$ cat src/rtl/pipe_fwd_stage.sv
// ID->EX pipeline register with valid/ready handshake, flush, per-operand
// priority forwarding (lowest source index wins) and a saturating bubble counter.
module pipe_fwd_stage #(
  parameter int DATA_W      = 32,
  parameter int CTRL_W      = 64,
  parameter int NUM_OPS     = 2,
  parameter int NUM_FWD     = 3,
  parameter int ZERO_BUBBLE = 1,
  parameter int SRC_W       = $clog2(NUM_FWD + 1)
) (
  input  logic                       clk,
  input  logic                       reset,
  input  logic                       in_valid,
  output logic                       in_ready,
  input  logic [CTRL_W-1:0]          ctrl_i,
  input  logic [NUM_OPS*DATA_W-1:0]  op_i,
  input  logic [NUM_OPS*NUM_FWD-1:0] fwd_hit_i,
  input  logic [NUM_FWD*DATA_W-1:0]  fwd_data_i,
  input  logic                       flush,
  output logic                       out_valid,
  input  logic                       out_ready,
  output logic [CTRL_W-1:0]          ctrl_o,
  output logic [NUM_OPS*DATA_W-1:0]  op_o,
  output logic [NUM_OPS*SRC_W-1:0]   fwd_src_o,
  input  logic                       cnt_clr,
  output logic [15:0]                bubble_cnt_o
);

  function automatic logic [15:0] sat_inc(input logic [15:0] v);
    return (v == 16'hFFFF) ? v : v + 16'd1;
  endfunction

  logic                      vld_q, vld_d;
  logic [CTRL_W-1:0]         ctrl_q, ctrl_d;
  logic [NUM_OPS*DATA_W-1:0] op_q, op_d;
  logic [NUM_OPS*SRC_W-1:0]  src_q, src_d;
  logic [15:0]               cnt_q, cnt_d;
  logic [NUM_OPS*DATA_W-1:0] op_mux;
  logic [NUM_OPS*SRC_W-1:0]  src_mux;
  logic                      bubble;

  assign in_ready = ~vld_q | out_ready;

  // Scan sources from lowest priority upward so the lowest hit index wins.
  always_comb begin
    op_mux  = op_i;
    src_mux = '0;
    for (int k = 0; k < NUM_OPS; k++) begin
      for (int j = NUM_FWD - 1; j >= 0; j--) begin
        if (fwd_hit_i[k*NUM_FWD + j]) begin
          op_mux[k*DATA_W +: DATA_W] = fwd_data_i[j*DATA_W +: DATA_W];
          src_mux[k*SRC_W +: SRC_W]  = SRC_W'(j + 1);
        end
      end
    end
  end

  always_comb begin
    vld_d  = vld_q;
    ctrl_d = ctrl_q;
    op_d   = op_q;
    src_d  = src_q;
    bubble = 1'b0;
    if (flush || (in_ready && !in_valid)) begin
      vld_d  = 1'b0;
      bubble = 1'b1;
      if (ZERO_BUBBLE != 0) begin
        ctrl_d = '0;
        op_d   = '0;
        src_d  = '0;
      end
    end else if (in_ready) begin
      vld_d  = 1'b1;
      ctrl_d = ctrl_i;
      op_d   = op_mux;
      src_d  = src_mux;
    end
    if (cnt_clr)     cnt_d = '0;
    else if (bubble) cnt_d = sat_inc(cnt_q);
    else             cnt_d = cnt_q;
  end

  always_ff @(posedge clk or negedge reset) begin
    if (!reset) begin
      vld_q  <= 1'b0;
      ctrl_q <= '0;
      op_q   <= '0;
      src_q  <= '0;
      cnt_q  <= '0;
    end else begin
      vld_q  <= vld_d;
      ctrl_q <= ctrl_d;
      op_q   <= op_d;
      src_q  <= src_d;
      cnt_q  <= cnt_d;
    end
  end

  assign out_valid    = vld_q;
  assign ctrl_o       = ctrl_q;
  assign op_o         = op_q;
  assign fwd_src_o    = src_q;
  assign bubble_cnt_o = cnt_q;

endmodule

$ cat config.mk
export PLATFORM = sky130hd
export DESIGN_NAME = pipe_fwd_stage
export DESIGN_NICKNAME = d
export VERILOG_FILES = /design/src/rtl/pipe_fwd_stage.sv
export SDC_FILE = /design/constraint.sdc
export NUM_CORES = 1
export LEC_CHECK = 0
export CAP_MARGIN = 20
export CORE_UTILIZATION = 35
export CTS_CLUSTER_DIAMETER = 30
export DETAILED_ROUTE_END_ITERATION = 8
export HOLD_SLACK_MARGIN = 0.1
export PLACE_DENSITY = 0.72
export SYNTH_ARGS = -nofsm -noshare
export SYNTH_HDL_FRONTEND = slang
export SYNTH_SLANG_ARGS = --single-unit
$ cat constraint.sdc
create_clock -name clk -period 2.8 [get_ports clk]
set_input_delay 0.7 -clock clk [delete_from_list [all_inputs] [get_ports clk]]
set_output_delay 0.7 -clock clk [all_outputs]
set_load 0.1 [all_outputs]
=== Word level (Yosys, flattened, before mapping) ===
Index checks and enable logic that the tools add are counted.
W data, S select, Z words.

* Add/sub/neg operators: 1
* Eq/ne operators: 2
* Multiplexer cells: 24
* Bitwise logic cells: 2
* Reduce and logical (&&, ||, !) cells: 6

{| class="wikitable"
|+ Operators with widths
! operator !! count
|-
| $mux W64 || 4
|-
| $mux W32 || 6
|-
| $mux W16 || 3
|-
| $add A16 B1 Y16 const B || 1
|-
| $eq A16 B16 Y1 const B || 1
|-
| $mux W2 || 6
|-
| $mux W4 || 2
|-
| $reduce_bool A2 Y1 || 2
|-
| $mux W1 || 3
|-
| $ne A2 B2 Y1 const B || 1
|-
| $reduce_and A2 Y1 || 1
|-
| $logic_and A1 B1 Y1 || 1
|-
| $logic_not A1 Y1 || 1
|-
| $logic_or A1 B1 Y1 || 1
|-
| $not A1 Y1 || 1
|-
| $or A1 B1 Y1 || 1
|}

* Bits in registers: 149
* Word-level logic and storage cells: 40

=== Depth between registers and ports, before layout ===
Gate-level depths: netlist of the first run.

* Word-level depth: 7
* Gate-level depth with buffers: 7

=== Least setup slack after synthesis of the first run ===
OpenSTA, ideal clock, no wires.

* Kind: register to register
* Start: reg vld_q, in the netlist out_valid
* End: reg cnt_q[11], in the netlist bubble_cnt_o[11]
* Setup time: 0.125 ns
* Data arrival time: 2.364 ns
* Setup slack: 0.312 ns
* Cell stages (with the launch flop): 7
* Buffers on the path: 2
* Clock period less this slack: 2.488 ns
* Cell sequence: dfrtp_1 nand2b_1 buf_2 a21oi_2 buf_6 nor4_1 mux2_2

* Longest elaborated chain between the ends: 7

{| class="wikitable"
|+ RTL lines
! what !! line !! source
|-
| start: declaration || 33 || <nowiki>logic vld_q, vld_d;</nowiki>
|-
| start signal: assignment || 91 || <nowiki>vld_q <= vld_d;</nowiki>
|-
| $not A1 Y1 || 42 || <nowiki>assign in_ready = ~vld_q | out_ready;</nowiki>
|-
| $or A1 B1 Y1 || 42 ||
|-
| named net in_ready || 14 || <nowiki>output logic in_ready,</nowiki>
|-
| $logic_and A1 B1 Y1 || 64 || <nowiki>if (flush || (in_ready && !in_valid)) begin</nowiki>
|-
| $logic_or A1 B1 Y1 || 64 ||
|-
| $mux W1 || 64 ||
|-
| $reduce_bool A2 Y1 (no line) || -- ||
|-
| $reduce_and A2 Y1 (no line) || -- ||
|-
| end signal: assignment || 95 || <nowiki>cnt_q <= cnt_d;</nowiki>
|-
| end: declaration || 37 || <nowiki>logic [15:0] cnt_q, cnt_d;</nowiki>
|}

The timed path passes the listed nets, and every way through them passes these cells.
A chain may end at the register's enable or synchronous reset.

=== Final worst setup path of the first run ===
* Start: in out_ready
* End: out in_ready

* Longest elaborated chain between the ends: 1

{| class="wikitable"
|+ RTL lines
! what !! line !! source
|-
| start: declaration || 21 || <nowiki>input logic out_ready,</nowiki>
|-
| $or A1 B1 Y1 || 42 ||
|-
| end: declaration || 14 ||
|}

Every way passes these cells.

==> results of run 1 <==
[cell usage after synthesis]
| cell | instances | share of area, % |
|---|---|---|
| a21oi_1 | 11 | 0.72 |
| and2_2 | 1 | 0.098 |
| mux2i_1 | 128 | 17 |
| nand4_4 | 1 | 0.28 |
| a21oi_2 | 1 | 0.11 |
| nor2b_1 | 5 | 0.41 |
| clkbuf_1 | 29 | 1.4 |
| o41a_1 | 1 | 0.15 |
| or4_1 | 6 | 0.59 |
| and3_1 | 1 | 0.082 |
| nand2b_1 | 1 | 0.082 |
| nor3_1 | 1 | 0.066 |
| nor3b_1 | 1 | 0.098 |
| o21ai_0 | 133 | 8.7 |
| a211oi_1 | 2 | 0.20 |
| nor4_1 | 7 | 0.57 |
| nor4_2 | 1 | 0.16 |
| nand4_1 | 6 | 0.49 |
| nand3_1 | 4 | 0.26 |
| dfrtp_1 | 149 | 49 |
| nor2_1 | 9 | 0.44 |
| nand2_1 | 137 | 6.7 |
| buf_1 | 11 | 0.54 |
| inv_1 | 6 | 0.30 |
| or3_1 | 2 | 0.16 |
| a22o_1 | 64 | 7.3 |
| buf_4 | 1 | 0.098 |
| o311ai_0 | 1 | 0.11 |
| mux2_2 | 5 | 0.74 |
| or3b_2 | 1 | 0.11 |
| and4_4 | 1 | 0.15 |
| ha_1 | 1 | 0.16 |
| nand3b_1 | 1 | 0.098 |
| or4_2 | 1 | 0.11 |
| o31ai_1 | 9 | 0.89 |
| nand3_2 | 1 | 0.13 |
| buf_2 | 23 | 1.5 |
| buf_6 | 1 | 0.15 |
[state kept, by name, indices dropped and copies added, names as in the netlist]
register and flops:
op_o 64, fwd_src_o 4, out_valid 1, bubble_cnt_o 16
ctrl_o 64
[worst paths after layout]
kind,to,cells past startpoint
max,in_ready,4
min,ctrl_o[35],1
max reg2reg,bubble_cnt_o[2],6
min reg2reg,op_o[47],2
max in group asynchronous,op_o[31],2
min in group clk,op_o[47],2
[per-layer routing]
layer,share of wire [%],vias up,track usage [%]
met2,50,300,38.5
li1,-,3489,-
met1,40,3406,27.3
met4,2.5,0,8.32
met5,0,-,0
met3,7.3,33,5.30
[cells in the final DEF, fill, tap and decap left out, types with 4 or more instances in the layout]
master,Yosys,final
a22o_1,64,64
nand3_1,4,4
inv_6,0,5
nor4_1,7,7
mux2_2,5,5
o31ai_1,9,9
clkinvlp_4,0,4
clkdlybuf4s50_1,0,228
nand4_1,6,6
mux2i_1,128,128
nor2b_1,5,5
dfrtp_1,149,149
or4_1,6,6
nor2_1,9,8
o21ai_0,133,133
nand2_1,137,137
a21oi_1,11,11
buf_4,1,162
inv_1,6,6
buf_2,23,6
clkbuf_16,0,17
buf_12,0,13
[metrics by stage]
stage | cell area (um2) | setup slack (ns) | util (%) | hold slack (ns)
global placement | 11500 | 0.373 | 54.2 | 0.463
CTS | 12100 | 0.488 | 57.0 | 0.187
finish | 12100 | 0.488 | 57.0 | 0.191
floorplan | 7630 | 0.312 | - | 0.404
detailed placement | 11500 | 0.371 | 54.2 | 0.471
global route | 12100 | 0.440 | 57.0 | 0.198
[cell type report]
| cell class | count | share of cell area (%) |
|---|---|---|
| repair buffers | 410 | 31.4 |
| flip-flops and latches | 149 | 30.8 |
| multi-input cells | 544 | 29.8 |
| clock buffers | 19 | 3.75 |
| well taps | 275 | 2.85 |
| clock inverters | 13 | 1.12 |
| inverters | 6 | 0.186 |
| diodes | 1 | 0.0207 |
[power by group through the flow]
stage               clock network, mW  logic, mW  registers (mW)
finish                           2.28       1.75            2.31
global route                     2.45       1.84            2.32
CTS                              2.33       1.76            2.31
detailed placement                  0       1.76            2.35
global placement                    0       1.75            2.35
floorplan                           0      0.354            3.04
[critical path, stage by stage]
cell and delay, ns:
clkdlybuf4s50_1 0.44, nand2b_1 0.13, buf_4 0.16, buf_12 0.17
[kinds of logic after synthesis]
logic type               count (synthesis)
AND/OR/NAND/NOR                        188
flip-flops                             149
adder cells (fa/ha/maj)                  1
buffers and inverters                   71
multiplexers                           133
AO/OA/AOI/OAI                          222
==> results.json, run 1 <==
{
  "post_cts_buffers": 0,
  "drt_iter0_markers": 201,
  "hpwl_mm": 19.8,
  "mappedNetlistNets": 1001,
  "sw_frac_of_total_pct": 34.5,
  "synthToLayoutAreaGrowth_pct": 58.5,
  "grt_pass1_wl_mm": 38.4,
  "core_area_um2": 21200,
  "hold_path.class": "input pin to asynchronous set/reset pin",
  "dr.pass1.iters": 4,
  "via_per_inst": 5.10,
  "dieArea_um2": 22400,
  "first_global_vias": 6958,
  "grtUsageTotal_pct": 22.5,
  "slew_headroom_pct": 46.2,
  "clk_latency_ns": 0.42,
  "cp.arrival_ns": 1.61,
  "final_max_slew_viol_count": 0,
  "worst-path-max-fanout": 4,
  "tns_ns": 0,
  "finalPower_mw": 6.34,
  "synth_cell_types": 38,
  "seq_power_share_pct": 36.4,
  "synth_compound_area_share_pct": 18.3,
  "placed_cells": 1384,
  "nets": 1365,
  "final_cell_count_no_fill": 1417,
  "mappedNetlistArea_um2": 7630,
  "io_buffers": 385,
  "grt.overflow.total": 0,
  "hold_violations": 0,
  "end_kind": "output port",
  "cp.required_ns": 2.10,
  "worstSetupPathType": "input pin to output port",
  "min_period_ns": 2.31,
  "startpoint_type": "input pin",
  "multi_input_area_um2": 3610,
  "fillers": 1878,
  "drc": 0,
  "die_x_um": 150,
  "fmax_mhz": 433,
  "ys_ff_latch": 149,
  "routed_wl_mm": 25.7,
  "clock_sinks": 149,
  "ir_drop_uv": 264,
  "netSwitchingPower_mw": 2.18,
  "gp_congestion": 0.852,
  "synth_top_family_by_area": "compound AO/OA/AOI/OAI gates",
  "yosys.area_share.simple_pct": 11.2,
  "initial_core_util_pct": 35.9,
  "wire_per_inst_um": 18.2,
  "die_h_um": 150,
  "setup_violations": 0,
  "outcome": "finished, final reports clean",
  "avgSynthCellArea_um2": 9.99,
  "fin_crit_sh_pct": 82.6,
  "grt_max_degree": 69,
  "rows": 53,
  "ant_nets": 0,
  "seq_area_frac_synth_pct": 48.9,
  "max_slew.worst_pin.slew_ns": 0.804,
  "htreeDepth": 4,
  "skew_ns": 0.00905,
  "cts_resized": 0,
  "cp-startpoint": "out_ready",
  "worst_r2r_startpoint": "bubble_cnt_o[0]",
  "synth_xor_area_share_pct": 0,
  "seq_area_um2": 3730,
  "cts_hold_buf": 0,
  "cts_buffers": 17,
  "antenna_found_initial": 1,
  "synth_fa_ha_area_share_pct": 0.164,
  "ioPinCount": 386,
  "drive_gt1_share_pct": 20.1,
  "tritoncts": "built",
  "cts.clk_slew.worst_paths_ns": 0.06,
  "yosys_warnings": 0,
  "synth_cells": 764,
  "cap_violations": 0,
  "clockBufferDepth": 2,
  "combPwrFrac_pct": 27.7,
  "p_leak_nw": 5.70,
  "vias": 7228,
  "p_clk_share_pct": 35.9,
  "synth_mux_area_share_pct": 17.5,
  "grt_setup_unrepaired": "false",
  "power_density_nw_per_um2": 524,
  "internal_power_mw": 4.15,
  "cts_root_buffer": "clkbuf_16",
  "r2r_slack_ns": 0.86
}
No activity file was read; power rests on OpenSTA's default activity.
==> run 2: changes to the inputs <==
--- a/config.mk
+++ b/config.mk
@@ -10,7 +10,7 @@
 export CTS_CLUSTER_DIAMETER = 30
 export DETAILED_ROUTE_END_ITERATION = 8
 export HOLD_SLACK_MARGIN = 0.1
-export PLACE_DENSITY = 0.72
+export PLACE_DENSITY = 0.75
 export SYNTH_ARGS = -nofsm -noshare
 export SYNTH_HDL_FRONTEND = slang
 export SYNTH_SLANG_ARGS = --single-unit
==> constraint.sdc (replaced) <==
create_clock -name clk -period 2.1 [get_ports clk]
set_input_delay 0.525 -clock clk [delete_from_list [all_inputs] [get_ports clk]]
set_output_delay 0.525 -clock clk [all_outputs]
set_load 0.1 [all_outputs]
==> results.json, run 2 (same netlist as run 1, synthesis figures left out) <==
{
  "outcome": "finished, final reports clean",
  "die_h_um": 150,
  "grt.overflow.total": 0,
  "insertedDiodeCount": 0,
  "nets": 1368,
  "cp.required_ns": 1.57,
  "startpoint_type": "input pin",
  "setup_violations": 0,
  "skew_ns": 0.00911,
  "io_buffers": 385,
  "grtUsageTotal_pct": 23.0,
  "hpwl_mm": 19.9,
  "worstSetupPathType": "input pin to output port",
  "die_x_um": 150,
  "slowest_stage": "clkdlybuf4s50_1",
  "clockBufferDepth": 2,
  "cp.arrival_ns": 1.44,
  "vias": 7294,
  "min_period_ns": 1.96,
  "clock_sinks": 149,
  "cpPeakStageDelay_ns": 0.44,
  "dr.pass1.iters": 5,
  "power_density_nw_per_um2": 692,
  "grt_util_met1_pct": 28.5,
  "grt_max_degree": 74,
  "cts_root_buffer": "clkbuf_16",
  "fin_crit_sh_pct": 93.6,
  "routed_wl_mm": 26.3,
  "hold_path.class": "flop to flop",
  "core_area_um2": 21200,
  "slew_headroom_pct": 67.0,
  "first_global_vias": 7057,
  "cap_violations": 0,
  "path_cells": "clkdlybuf4s50_1 -> nand2b_1 -> buf_4 -> buf_12",
  "via_per_inst": 5.14,
  "drt_iter0_markers": 252,
  "drc": 0,
  "grt_pass1_wl_mm": 39.4,
  "tritoncts": "built",
  "r2r_slack_ns": 0.23,
  "antenna_found_initial": 0,
  "drive_gt1_share_pct": 21.3,
  "htreeDepth": 4,
  "final_cell_area_um2": 12200,
  "final_common_cell": "clkdlybuf4s50_1",
  "cts.clk_slew.worst_paths_ns": 0.06,
  "cts_buffers": 17,
  "hold_violations": 0,
  "initial_core_util_pct": 35.9,
  "wire_per_inst_um": 18.6,
  "clk_latency_ns": 0.41,
  "ant_nets": 0,
  "ir_drop_uv": 443,
  "max_slew.worst_pin.slew_ns": 0.495,
  "grt_setup_unrepaired": "false",
  "tns_ns": 0,
  "gp_congestion": 0.855,
  "p_leak_nw": 5.72,
  "fmax_mhz": 509,
  "end_kind": "output port",
  "final_cell_mix": "clkdlybuf4s50_1, buf_4, nand2_1, dfrtp_1, o21ai_0",
  "grtUsageMet3_pct": 5.34,
  "rows": 53,
  "dieArea_um2": 22400,
  "busiest_layer": "met2",
  "worst-path-max-fanout": 4,
  "placedInstanceArea_um2": 11600,
  "final_max_slew_viol_count": 0,
  "ioPinCount": 386,
  "grt.met2_usage_pct": 39.2,
  "synthToLayoutAreaGrowth_pct": 60.2
}
## run 2: changes by cell type in the layout (fill, tap and decap cells not counted), sizes merged
cell	delta
buf	+2
clkbuf	-1
diode	-1
dlygate4sd3	+1
inv	+1
## run 2: layer usage
| layer | vias to the layer above | wire length, um | share of wire [%] |
|---|---|---|---|
| met3 | 34 | 2030 | 7.7 |
| li1 | 3494 | - | - |
| met5 | - | 0 | 0 |
| met4 | 0 | 552 | 2.1 |
| met1 | 3444 | 10700 | 41 |
| met2 | 322 | 13100 | 50 |
## run 2: layout make-up
class                           count  area [um2]
Clock buffer                       18         439
Clock inverter                     14         140
Fill cell                        1891        9000
Inverter                            6        22.5
Multi-Input combinational cell    544        3610
Sequential cell                   149        3740
Tap cell                          275         344
Timing Repair Buffer              413        3930
## run 2: critical path: cells and delay by family
| kind | cells | cell delay [ns] |
|---|---|---|
| and+or+nand+nor | 1 | 0.13 |
| buffers and inverters | 3 | 0.77 |
## run 2: final timing paths
kind,startpoint,endpoint,depth (start not counted)
hold reg to reg,op_o[2],op_o[2],2
min in group asynchronous,reset,op_o[25],2
max in group asynchronous,reset,bubble_cnt_o[10],3
hold / removal,op_o[2],op_o[2],2
setup reg to reg,bubble_cnt_o[0],bubble_cnt_o[2],6
setup / recovery,out_ready,in_ready,4
## run 2: power breakdown
group          internal (mW)  switching (mW)
registers               3.00          0.0893
logic                  0.836            1.53
clock network           1.70            1.30
total                   5.53            2.92
## run 2: stage by stage
stage | utilization (%) | power (mW) | hold WS (ns) | worst slack, ns | instances
finish | 57.6 | 8.45 | 0.478 | 0.135 | 1419
global route | 57.6 | 8.78 | 0.501 | 0.0923 | 1419
CTS | 57.6 | 8.54 | 0.486 | 0.129 | 1419
detailed placement | 54.8 | 5.52 | 0.471 | -0.116 | 1386
global placement | 54.8 | 5.50 | 0.462 | -0.0833 | 1386
floorplan | - | 4.53 | 0.229 | 0.0112 | 764
## run 2: timing repair
item,4_1_cts,5_1_grt
setup buffers,0,0
hold buffers,1,0
resized for setup,0,0
hold endpoints to repair,38,0
==> RTL change: new RTL, settings of run 2 <==
`ZERO_BUBBLE`: 1 -> 0.
--- a/src/rtl/pipe_fwd_stage.sv
+++ b/src/rtl/pipe_fwd_stage.sv
@@ -5,7 +5,7 @@
   parameter int CTRL_W      = 64,
   parameter int NUM_OPS     = 2,
   parameter int NUM_FWD     = 3,
-  parameter int ZERO_BUBBLE = 1,
+  parameter int ZERO_BUBBLE = 0,
   parameter int SRC_W       = $clog2(NUM_FWD + 1)
 ) (
   input  logic                       clk,
Check against the original RTL: not equivalent (a bounded check fails within 4 cycles, from zero or initial values and one cycle with reset low).
==> RTL change against run 2 <==
Final area grew 2.5%; setup slack got worse by 11 ps; sequential cell count unchanged; area after synthesis grew 2.6%; count of clock-buffer cells in the layout is the same; critical path type is now reg -> reg; non-clock buffer count decreased by 1; wire length shrank 5.9%; critical endpoint is now bubble_cnt_o[5]$_DFFE_PN0P_; core utilization fell by 0.37 points; first-iteration DRC count shrank 6.0%.
Power is not compared: it rests on default switching activity, and its combinational part moved more than twofold at a synthesized area within 25%.
==> RTL change: results (changes against run 2) <==
Routing
  • TritonRoute pass-1 iters: 4 (-1)
  • WL final: 24,800 um (-5.9%)
  • Vias/cell: 4.87 (-5.3%)
  • DR WL/cell: 16.0 um (-14%)
  • Initial detailed-routing violation count: 237 (-6.0%)

Place
  • RD Place Congestion: 0.815 (-4.6%)
  • Place WS: -25.7 ps (+90.4 ps)
  • Area after DPL: 11,900 um^2 (+2.6%)
  • HPWL after DPL: 18,600 um (-6.7%)

Outcome
  • Status: completed

Global routing
  • Largest net degree at the start of global routing: 68 (-8.1%)
  • Global-route wire length before repair: 36,900 um (-6.5%)
  • Total Routing Usage GR: 0.209 (-0.0212)
  • Vias in the first global route: 7,082 (+0.35%)

Synthesis
  • Post-synth top cells: nand2_1 (327), dfrtp_1 (149), o21ai_0 (131), mux2i_1 (129), clkbuf_1 (31)
  • Avg Inst Size Synth: 8.80 um^2 (-12%)
  • Syn_nets: 1,127 (+13%)
  • Distinct cells, synth: 40 (+5.3%)
  • Seq/Total Area, Yosys: 0.476 (-0.0126)
  • Largest cells by area after synthesis: dfrtp_1 (48%), mux2i_1 (16%), nand2_1 (16%)
  • Post-synth top area share: 0.476 (-0.0126)

Worst setup path
  • Startpoint types: flop
  • Crit path DAT: 2300 ps (+860 ps)
  • Critical-path maximum fanout: 10 (+6)

Finish
  • Layout cells sized above 1: 0.195 (-0.0179)
  • Fill cell count: 1,985 (+5.0%)
  • Final #Nets: 1,493 (+9.1%)

Worst hold path
  • Hold_sp: ctrl_o[7]$_DFFE_PN0P_

Timing
  • Slew @ Worst Pin: 567 ps (+71.4 ps)
  • Skew final: 15.8 ps (+6.66 ps)

CTS
  • Clk buf depth: 2 (unchanged)
RTL change: logic make-up (layout without fill, tap and decap cells):
group                    count (synthesis)  in the layout  share of synthesized area
AO/OA/AOI/OAI                          154            154                      0.102
adder cells (fa/ha/maj)                  1              1                    0.00160
buffers and inverters                   70            449                     0.0387
flip-flops                             149            149                      0.476
multiplexers                           135            135                      0.174
AND/OR/NAND/NOR                        381            381                      0.207
RTL change: final cells by class:
cell class,instances,area (um^2),share of cell area
Multi-Input combinational cell,671,3820,0.305
Clock inverter,14,119,0.00949
Timing Repair Buffer,412,4030,0.322
Tap cell,280,350,0.0280
Clock buffer,18,429,0.0343
Inverter,5,18.8,0.00150
Sequential cell,149,3750,0.300
RTL change: final timing paths:
kind                                                end  slack [ps]  cells after the start
min                               ctrl_o[7]$_DFFE_PN0P_         470                      2
max in group asynchronous  bubble_cnt_o[10]$_DFFE_PN0P_         870                      3
max                         bubble_cnt_o[5]$_DFFE_PN0P_         120                      7
min in group asynchronous          op_o[45]$_DFFE_PN0P_         600                      2
min reg2reg                       ctrl_o[7]$_DFFE_PN0P_         470                      2
max reg2reg                 bubble_cnt_o[5]$_DFFE_PN0P_         120                      7
RTL change: repair_timing:
item / 4_1_cts / 5_1_grt
buffers inserted: 0 / 2
hold buffers: 1 / 0
hold endpoints to repair: 36 / 0
setup endpoints to repair: 0 / 1
gates resized for setup: 0 / 1
RTL change: layer usage:
metal | vias up | GRT usage | wire, um
li1 | 3732 | - | -
met1 | 3508 | 0.251 | 10100
met2 | 276 | 0.368 | 12400
met3 | 28 | 0.0464 | 1750
met4 | 0 | 0.0688 | 532
met5 | - | 0 | 0
RTL change: worst max-delay path, stage by stage (launching register included):
cell	delay (ps)
dfrtp_4	510
ha_1	270
nand3_2	150
nor4_4	60
buf_4	160
buf_12	130
or4b_1	460
a21oi_1	160
